--- src/rtl/helios_pkg.sv ---
// helios_pkg: shared constants, FSM state type and width helpers for the
// Helios single-FPGA decoder top and its decode core.
//   START_DECODING_MSG / MEASUREMENT_DATA_HEADER : host command bytes
//   fsm_state_e                                  : protocol controller states
//   *_width / pu_count helpers                   : derived lattice sizes
package helios_pkg;

    localparam logic [7:0] START_DECODING_MSG      = 8'h01;
    localparam logic [7:0] MEASUREMENT_DATA_HEADER = 8'h02;

    // Reported cycle count and the core's raw iteration count widths.
    localparam int CYCLE_W      = 16;
    localparam int ITER_W       = 16;
    localparam int REPORT_BYTES = 3;

    typedef enum logic [2:0] {
        IDLE,
        WAIT_HDR,
        LOAD,
        DECODE,
        REPORT
    } fsm_state_e;

    function automatic int bytes_per_round(input int gx, input int gz);
        return (gx * gz + 7) / 8;
    endfunction

    // Measurement window: (GX-1) rounds, each padded to a whole byte count.
    function automatic int meas_width(input int gx, input int gz);
        return bytes_per_round(gx, gz) * 8 * (gx - 1);
    endfunction

    function automatic int pu_count(input int gx, input int gz, input int gu);
        return gx * gz * gu;
    endfunction

    function automatic int address_width(input int gx, input int gz, input int gu);
        return $clog2(gx) + $clog2(gz) + $clog2(gu);
    endfunction

    // Bits needed to hold values 0..n (at least one bit).
    function automatic int count_width(input int n);
        return (n < 2) ? 1 : $clog2(n + 1);
    endfunction

endpackage

--- src/rtl/helios_decode_core.sv ---
// helios_decode_core: decode core behind the Helios protocol controller.
// This implementation models the core's interface timing: every processing
// unit stays its own cluster root, the corrected syndrome is the syndrome
// captured at start, and done pulses LATENCY cycles after start carrying a
// fixed ITERATIONS count.
// Ports:
//   clk, reset          : clock, asynchronous active-low reset
//   start               : one-cycle pulse, captures measurements
//   measurements        : byte-aligned measurement rounds
//   done                : one-cycle pulse when decoding finishes
//   iterations          : growth iterations used (valid with done)
//   roots               : per-PU root address, packed {u, x, z}
//   corrected_syndrome  : per-PU syndrome, stable from done to next start
module helios_decode_core
    import helios_pkg::*;
#(
    parameter int GRID_WIDTH_X = 4,
    parameter int GRID_WIDTH_Z = 1,
    parameter int GRID_WIDTH_U = 5,
    parameter int MAX_WEIGHT   = 2,
    parameter int LATENCY      = 7,
    parameter int ITERATIONS   = 3
) (
    input  logic                                        clk,
    input  logic                                        reset,
    input  logic                                        start,
    input  logic [meas_width(GRID_WIDTH_X, GRID_WIDTH_Z)-1:0] measurements,
    output logic                                        done,
    output logic [ITER_W-1:0]                           iterations,
    output logic [address_width(GRID_WIDTH_X, GRID_WIDTH_Z, GRID_WIDTH_U)
                  * pu_count(GRID_WIDTH_X, GRID_WIDTH_Z, GRID_WIDTH_U)-1:0] roots,
    output logic [pu_count(GRID_WIDTH_X, GRID_WIDTH_Z, GRID_WIDTH_U)-1:0] corrected_syndrome
);

    localparam int GX          = GRID_WIDTH_X;
    localparam int GZ          = GRID_WIDTH_Z;
    localparam int GU          = GRID_WIDTH_U;
    localparam int XW          = $clog2(GX);
    localparam int ZW          = $clog2(GZ);
    localparam int AW          = address_width(GX, GZ, GU);
    localparam int PU          = pu_count(GX, GZ, GU);
    localparam int MEAS_W      = meas_width(GX, GZ);
    localparam int ALIGNED     = bytes_per_round(GX, GZ) * 8;
    localparam int MEAS_ROUNDS = GX - 1;

    // Edge weight only shapes growth in a full cluster implementation.
    localparam int unused_max_weight = MAX_WEIGHT;

    logic          busy_q;
    logic [31:0]   lat_cnt_q;
    logic [PU-1:0] syn_q;
    logic [PU-1:0] syn_now;
    logic [MEAS_W-1:0] unused_meas;

    // Padding bits of each round carry no syndrome information.
    assign unused_meas = measurements;

    for (genvar u = 0; u < GU; u++) begin : g_u
        for (genvar x = 0; x < GX; x++) begin : g_x
            for (genvar z = 0; z < GZ; z++) begin : g_z
                localparam int PU_IDX = x * GZ + z + u * GZ * GX;
                localparam int ROOT   = (u << (XW + ZW)) | (x << ZW) | z;
                assign roots[PU_IDX*AW +: AW] = AW'(ROOT);
                // Only the first MEAS_ROUNDS time slices receive measurements.
                if (u < MEAS_ROUNDS) begin : g_meas
                    assign syn_now[PU_IDX] = measurements[x*GZ + z + u*ALIGNED];
                end else begin : g_pad
                    assign syn_now[PU_IDX] = 1'b0;
                end
            end
        end
    end

    assign done               = busy_q && (lat_cnt_q == 32'(LATENCY));
    assign iterations         = ITER_W'(ITERATIONS);
    assign corrected_syndrome = syn_q;

    always_ff @(posedge clk or negedge reset) begin
        if (!reset) begin
            busy_q    <= 1'b0;
            lat_cnt_q <= '0;
            syn_q     <= '0;
        end else if (start) begin
            busy_q    <= 1'b1;
            lat_cnt_q <= 32'd1;
            syn_q     <= syn_now;
        end else if (done) begin
            busy_q    <= 1'b0;
        end else if (busy_q) begin
            lat_cnt_q <= lat_cnt_q + 32'd1;
        end
    end

endmodule

--- src/rtl/helios_single_fpga.sv ---
// helios_single_fpga: byte-stream protocol controller for the Helios
// union-find decoder. Waits for a START byte, then repeatedly accepts a
// measurement header plus one window of measurement bytes, runs the decode
// core and returns a 3-byte report {iterations, cycles[15:8], cycles[7:0]}.
// Ports:
//   clk, reset                      : clock, asynchronous active-low reset
//   input_data/valid/ready          : host command and measurement bytes
//   output_data/valid/ready         : report bytes
// roots and output_streaming_corrected_syndrome are internal nets kept for
// hierarchical observation of the core result.
module helios_single_fpga
    import helios_pkg::*;
#(
    parameter int GRID_WIDTH_X    = 4,
    parameter int GRID_WIDTH_Z    = 1,
    parameter int GRID_WIDTH_U    = 5,
    parameter int MAX_WEIGHT      = 2,
    parameter int CORE_LATENCY    = 7,
    parameter int CORE_ITERATIONS = 3
) (
    input  logic       clk,
    input  logic       reset,
    input  logic [7:0] input_data,
    input  logic       input_valid,
    output logic       input_ready,
    output logic [7:0] output_data,
    output logic       output_valid,
    input  logic       output_ready
);

    localparam int BYTES_PER_ROUND      = bytes_per_round(GRID_WIDTH_X, GRID_WIDTH_Z);
    localparam int ALIGNED_PU_PER_ROUND = BYTES_PER_ROUND * 8;
    localparam int MEAS_ROUNDS          = GRID_WIDTH_X - 1;
    localparam int PU_COUNT             = pu_count(GRID_WIDTH_X, GRID_WIDTH_Z, GRID_WIDTH_U);
    localparam int ADDRESS_WIDTH        = address_width(GRID_WIDTH_X, GRID_WIDTH_Z, GRID_WIDTH_U);
    localparam int MEAS_W               = ALIGNED_PU_PER_ROUND * MEAS_ROUNDS;
    localparam int LOAD_BYTES           = BYTES_PER_ROUND * MEAS_ROUNDS;
    localparam int BCNT_W               = count_width(LOAD_BYTES);
    localparam logic [BCNT_W-1:0] LAST_BYTE = BCNT_W'(LOAD_BYTES - 1);
    localparam logic [1:0]        LAST_RPT  = 2'(REPORT_BYTES - 1);

    function automatic logic [CYCLE_W-1:0] cycle_inc(input logic [CYCLE_W-1:0] c);
        return (&c) ? c : c + CYCLE_W'(1);
    endfunction

    function automatic logic [7:0] iter_sat(input logic [ITER_W-1:0] it);
        return (it > ITER_W'(255)) ? 8'hFF : it[7:0];
    endfunction

    function automatic logic [7:0] report_byte(input logic [1:0]         idx,
                                               input logic [7:0]         it,
                                               input logic [CYCLE_W-1:0] cyc);
        case (idx)
            2'd0:    return it;
            2'd1:    return cyc[15:8];
            default: return cyc[7:0];
        endcase
    endfunction

    fsm_state_e          state_q, state_d;
    logic [BCNT_W-1:0]   byte_cnt_q, byte_cnt_d;
    logic [MEAS_W-1:0]   meas_q, meas_d;
    logic [CYCLE_W-1:0]  cycle_cnt_q, cycle_cnt_d;
    logic [7:0]          iter_q, iter_d;
    logic [1:0]          rpt_idx_q, rpt_idx_d;
    logic                start_q, start_d;
    logic                in_rdy_q, in_rdy_d;
    logic                out_vld_q, out_vld_d;
    logic [7:0]          out_data_q, out_data_d;

    logic                in_fire;
    logic                out_fire;
    logic                core_done;
    logic [ITER_W-1:0]   core_iter;

    logic [ADDRESS_WIDTH*PU_COUNT-1:0] roots;
    logic [PU_COUNT-1:0]               output_streaming_corrected_syndrome;
    logic                              unused_observe;

    assign unused_observe = ^{roots, output_streaming_corrected_syndrome};

    assign in_fire      = input_valid && in_rdy_q;
    assign out_fire     = out_vld_q && output_ready;
    assign input_ready  = in_rdy_q;
    assign output_valid = out_vld_q;
    assign output_data  = out_data_q;

    always_comb begin
        state_d     = state_q;
        byte_cnt_d  = byte_cnt_q;
        meas_d      = meas_q;
        cycle_cnt_d = cycle_cnt_q;
        iter_d      = iter_q;
        rpt_idx_d   = rpt_idx_q;
        start_d     = 1'b0;

        case (state_q)
            IDLE: begin
                if (in_fire && input_data == START_DECODING_MSG) begin
                    state_d = WAIT_HDR;
                end
            end
            WAIT_HDR: begin
                if (in_fire && input_data == MEASUREMENT_DATA_HEADER) begin
                    meas_d     = '0;
                    byte_cnt_d = '0;
                    state_d    = LOAD;
                end
            end
            LOAD: begin
                if (in_fire) begin
                    for (int i = 0; i < LOAD_BYTES; i++) begin
                        if (byte_cnt_q == BCNT_W'(i)) begin
                            meas_d[i*8 +: 8] = input_data;
                        end
                    end
                    if (byte_cnt_q == LAST_BYTE) begin
                        // Entry into DECODE: the core sees start on the first
                        // DECODE cycle, which already counts as cycle 1.
                        state_d     = DECODE;
                        start_d     = 1'b1;
                        cycle_cnt_d = CYCLE_W'(1);
                    end else begin
                        byte_cnt_d = byte_cnt_q + BCNT_W'(1);
                    end
                end
            end
            DECODE: begin
                if (core_done) begin
                    iter_d    = iter_sat(core_iter);
                    rpt_idx_d = '0;
                    state_d   = REPORT;
                end else begin
                    cycle_cnt_d = cycle_inc(cycle_cnt_q);
                end
            end
            REPORT: begin
                if (out_fire) begin
                    if (rpt_idx_q == LAST_RPT) begin
                        state_d = WAIT_HDR;
                    end else begin
                        rpt_idx_d = rpt_idx_q + 2'd1;
                    end
                end
            end
            default: state_d = IDLE;
        endcase

        // Handshake outputs are registered from the next state so ready and
        // valid are never high together and hold steady under back-pressure.
        in_rdy_d   = (state_d == IDLE) || (state_d == WAIT_HDR) || (state_d == LOAD);
        out_vld_d  = (state_d == REPORT);
        out_data_d = out_vld_d ? report_byte(rpt_idx_d, iter_d, cycle_cnt_d) : 8'h00;
    end

    always_ff @(posedge clk or negedge reset) begin
        if (!reset) begin
            state_q     <= IDLE;
            byte_cnt_q  <= '0;
            meas_q      <= '0;
            cycle_cnt_q <= '0;
            iter_q      <= '0;
            rpt_idx_q   <= '0;
            start_q     <= 1'b0;
            in_rdy_q    <= 1'b0;
            out_vld_q   <= 1'b0;
            out_data_q  <= '0;
        end else begin
            state_q     <= state_d;
            byte_cnt_q  <= byte_cnt_d;
            meas_q      <= meas_d;
            cycle_cnt_q <= cycle_cnt_d;
            iter_q      <= iter_d;
            rpt_idx_q   <= rpt_idx_d;
            start_q     <= start_d;
            in_rdy_q    <= in_rdy_d;
            out_vld_q   <= out_vld_d;
            out_data_q  <= out_data_d;
        end
    end

    helios_decode_core #(
        .GRID_WIDTH_X (GRID_WIDTH_X),
        .GRID_WIDTH_Z (GRID_WIDTH_Z),
        .GRID_WIDTH_U (GRID_WIDTH_U),
        .MAX_WEIGHT   (MAX_WEIGHT),
        .LATENCY      (CORE_LATENCY),
        .ITERATIONS   (CORE_ITERATIONS)
    ) u_core (
        .clk                (clk),
        .reset              (reset),
        .start              (start_q),
        .measurements       (meas_q),
        .done               (core_done),
        .iterations         (core_iter),
        .roots              (roots),
        .corrected_syndrome (output_streaming_corrected_syndrome)
    );

endmodule

--- config.mk ---
export PLATFORM = sky130hd
export DESIGN_NAME = helios_single_fpga
export DESIGN_NICKNAME = d
export VERILOG_FILES = /design/src/rtl/helios_pkg.sv /design/src/rtl/helios_decode_core.sv /design/src/rtl/helios_single_fpga.sv
export SDC_FILE = /design/constraint.sdc
export NUM_CORES = 1
export LEC_CHECK = 0
export CAP_MARGIN = 20
export CORE_MARGIN = 10
export CORE_UTILIZATION = 45
export CTS_CLUSTER_SIZE = 16
export DETAILED_ROUTE_END_ITERATION = 7
export PLACE_DENSITY = 0.76
export SYNTH_ARGS = -nofsm -noshare
export SYNTH_HDL_FRONTEND = slang
export SYNTH_SLANG_ARGS = --single-unit
--- constraint.sdc ---
create_clock -name clk -period 2.2 [get_ports clk]
set_input_delay 0.44 -clock clk [delete_from_list [all_inputs] [get_ports clk]]
set_output_delay 0.44 -clock clk [all_outputs]
set_load 0.01 [all_outputs]
==> flow_metrics.tcl <==
set metrics [dict create \
    status "finished, violations left" \
    violations "setup timing" \
    core_sq_um 8810 \
    io_pins 22 \
    ys_warn_count 0 \
    place_area_sq_um 5090 \
    ant_nets 0 \
    cp-startpoint "u_core.lat_cnt_q[9]" \
    min_path_type "in -> async" \
    rsz0062_at_grt "yes" \
    fin_crit_ps 2400 \
    power_density_nw_per_um2 445 \
    layout.nets 587 \
    holdWs_ps 129 \
    p_clk_share_pct 46.0 \
    slew_headroom_pct 47.7 \
    antenna_cells 0 \
    drt_iter0_markers 329 \
    grt_pass1_vias 3950 \
    grt_overflow_total 0 \
    setup.worst_path.start_class "register" \
    cts_tree "done" \
    synthMuxAreaShare_pct 1.79 \
    fmax_mhz 417 \
    worst_pin_slew_ps 777 \
    clk_latency_ps 360 \
    num_rows 34 \
    synth_adder_area_share_pct 1.52 \
    p_switching_uw 555 \
    async_reset_ff_share_pct 100 \
    grt_usage_pct 18.3 \
    synth_area_sq_um 4130 \
    crit_required_ps 2470 \
    drive_gt1_share_pct 37.8 \
    r2r-start "u_core.lat_cnt_q[9]" \
    finalClockSkew_ps 13.5 \
    num_vias 4177 \
    synth.distinct_cells 66 \
    mostFrequentLayoutCells "98 x buf_4, 75 x dfrtp_1, 42 x nor2_1" \
    die-area_sq_um 13400 \
    synthSimpleGateAreaFrac_pct 26.9 \
    syn_to_final_growth_pct 43.9 \
    setup_slack_ps -199 \
    dieHeight_microns 116 \
    syn-num-nets 459 \
    cap_violations 0 \
    cp-end-kind "register" \
    p_comb_share_pct 1.9 \
    clockBufferDepth 2 \
    synth_top_family_by_area "simple AND/OR/NAND/NOR gates" \
    synth_compound_gate_area_share_pct 13.9 \
    cts_root_buf "clkbuf_8" \
    nFillCells 585 \
    port_buffers 21 \
    wl_microns 13200 \
    swShare_pct 21.0 \
    cts_made_buffers 9 \
    drcViolationCount 0 \
    layout.cells.most_common "buf_4" \
    synth.area.top_cells "dfrtp_1 45%, xnor2_1 4.9%, nor2_1 4.1%" \
    dp_slack_ps -694 \
    clk_pin_slew_ps 80 \
    drt_pass1_iterations 5 \
    seqPwrFrac_pct 52.1 \
    path_class "reg -> reg" \
    synth_edf_count 0 \
    vdd_ir_drop_max_v 0.000300 \
    antenna_found_initial 0 \
    syn_area_per_cell_sq_um 9.34 \
    setup_viol 30 \
    period_share_pct 109 \
    intPower_mw 2.09 \
    dp_hpwl_microns 8020 \
    wl_per_cell_microns 19.3 \
    hold_violations 0 \
    final_cell_area_sq_um 5940 \
    synth_cells 442 \
    grt_max_degree 61 \
    fp.dieW_microns 116 \
    synth_xor_area_share_pct 5.94 \
    synth_ff_type "dfrtp_1" \
    vias_per_cell 6.12 \
    maxSlewViolCount 0 \
    start_util_pct 46.9 \
    p_leak_nw 2.67 \
    ys_seq_area_share_pct 45.5 \
    grt_pass1_wl_microns 19700 \
    finalWeightedCongestion 0.911 \
    synth_top_area_share_pct 45.5 \
    ys_ff_latch 75 \
    clock_sinks 75 \
    yosys.area.top_type "dfrtp_1" \
    worstPathArrival_ps 2670 \
    crit_fanout 7 \
    htree_levels 3 \
]
==> critical path, cell delays in order (launching register included) <==
cell       delay (ps)
dfrtp_1           400
nor4_2            320
buf_4             170
nand4_1           150
buf_4             210
nor3_4            260
buf_6             200
a21boi_4           80
inv_2              90
buf_6             150
o211ai_1           90
o2bb2ai_1         170
==> synth_stat cells (all sizes together), types with 4 or more instances <==
cell type   n
nor4       15
o211ai      5
or2         8
nor3       22
nand3      22
xnor2      23
buf         6
or4         5
clkbuf     14
or3         9
a21oi      12
xor2        5
nor3b       4
and3       11
mux2i       4
nand4      22
nor2       45
a311oi      8
and2        7
a211oi      7
dfrtp      75
inv        25
ha          5
nand2      27
o21ai      10
==> flip-flops by register name, indices dropped and copies added, names as in the netlist <==
signal            cells
cycle_cnt_q          16
start_q               1
u_core.busy_q         1
input_ready           1
output_data           8
output_valid          1
rpt_idx_q             2
u_core.lat_cnt_q     32
iter_q                8
byte_cnt_q            2
state_q               3
==> what timing repair did <==
item / 4_1_cts / 5_1_grt
resized for setup: 63 / 48
pin swaps: 19 / 32
setup buffers: 8 / 11
cloned: 1 / 2
hold buffers: 0 / 0
endpoints found under the setup margin: 23 / 42
==> routing by layer <==
| layer | track usage [%] | wire length, microns |
|---|---|---|
| met1 | 24.0 | 5490 |
| met2 | 28.3 | 6230 |
| met3 | 4.24 | 950 |
| met4 | 7.76 | 510 |
| met5 | 0 | 0 |
==> kinds of logic after synthesis <==
family	count (synthesis)
AO/OA/AOI/OAI	75
XOR/XNOR	28
adder cells (fa/ha/maj)	5
buffers and inverters	46
flip-flops	75
multiplexers	7
AND/OR/NAND/NOR	206
==> power by group through the flow <==
stage	sequential, mW	clock (mW)	combinational (mW)
after floorplan	1.41	0	0.00157
after global placement	1.40	0	0.0532
after detailed placement	1.40	0	0.0545
after CTS	1.38	1.22	0.0526
after global routing	1.38	1.28	0.0588
final	1.38	1.22	0.0503
==> stage by stage <==
step	cells	power [mW]	TNS [ps]	utilization [%]
6_report	682	2.65	-2020	67.5
5_1_grt	682	2.71	-4250	67.5
4_1_cts	669	2.65	-683	63.8
3_5_place_dp	645	1.46	-4810	57.8
3_3_place_gp	645	1.46	-3960	57.8
2_1_floorplan	442	1.41	-261	-
==> cell type report <==
cell class,instances,area (sq um),area share [%]
Timing Repair Buffer,137,1130,19.1
Sequential cell,75,1880,31.6
Tap cell,108,135,2.27
Clock buffer,11,151,2.55
Inverter,26,97.6,1.64
Clock inverter,4,73.8,1.24
Multi-Input combinational cell,321,2470,41.6
==> path summary, 6_finish.rpt <==
kind	endpoint	slack [ps]	cells past startpoint
setup reg to reg	output_data[2]	-200	11
min in group clk	iter_q[0]	470	1
hold / removal	u_core.lat_cnt_q[15]	130	1
hold reg to reg	iter_q[0]	470	1
max in group asynchronous	state_q[1]	1390	2
setup / recovery	output_data[2]	-200	11
No activity file was read; power rests on OpenSTA's default activity.
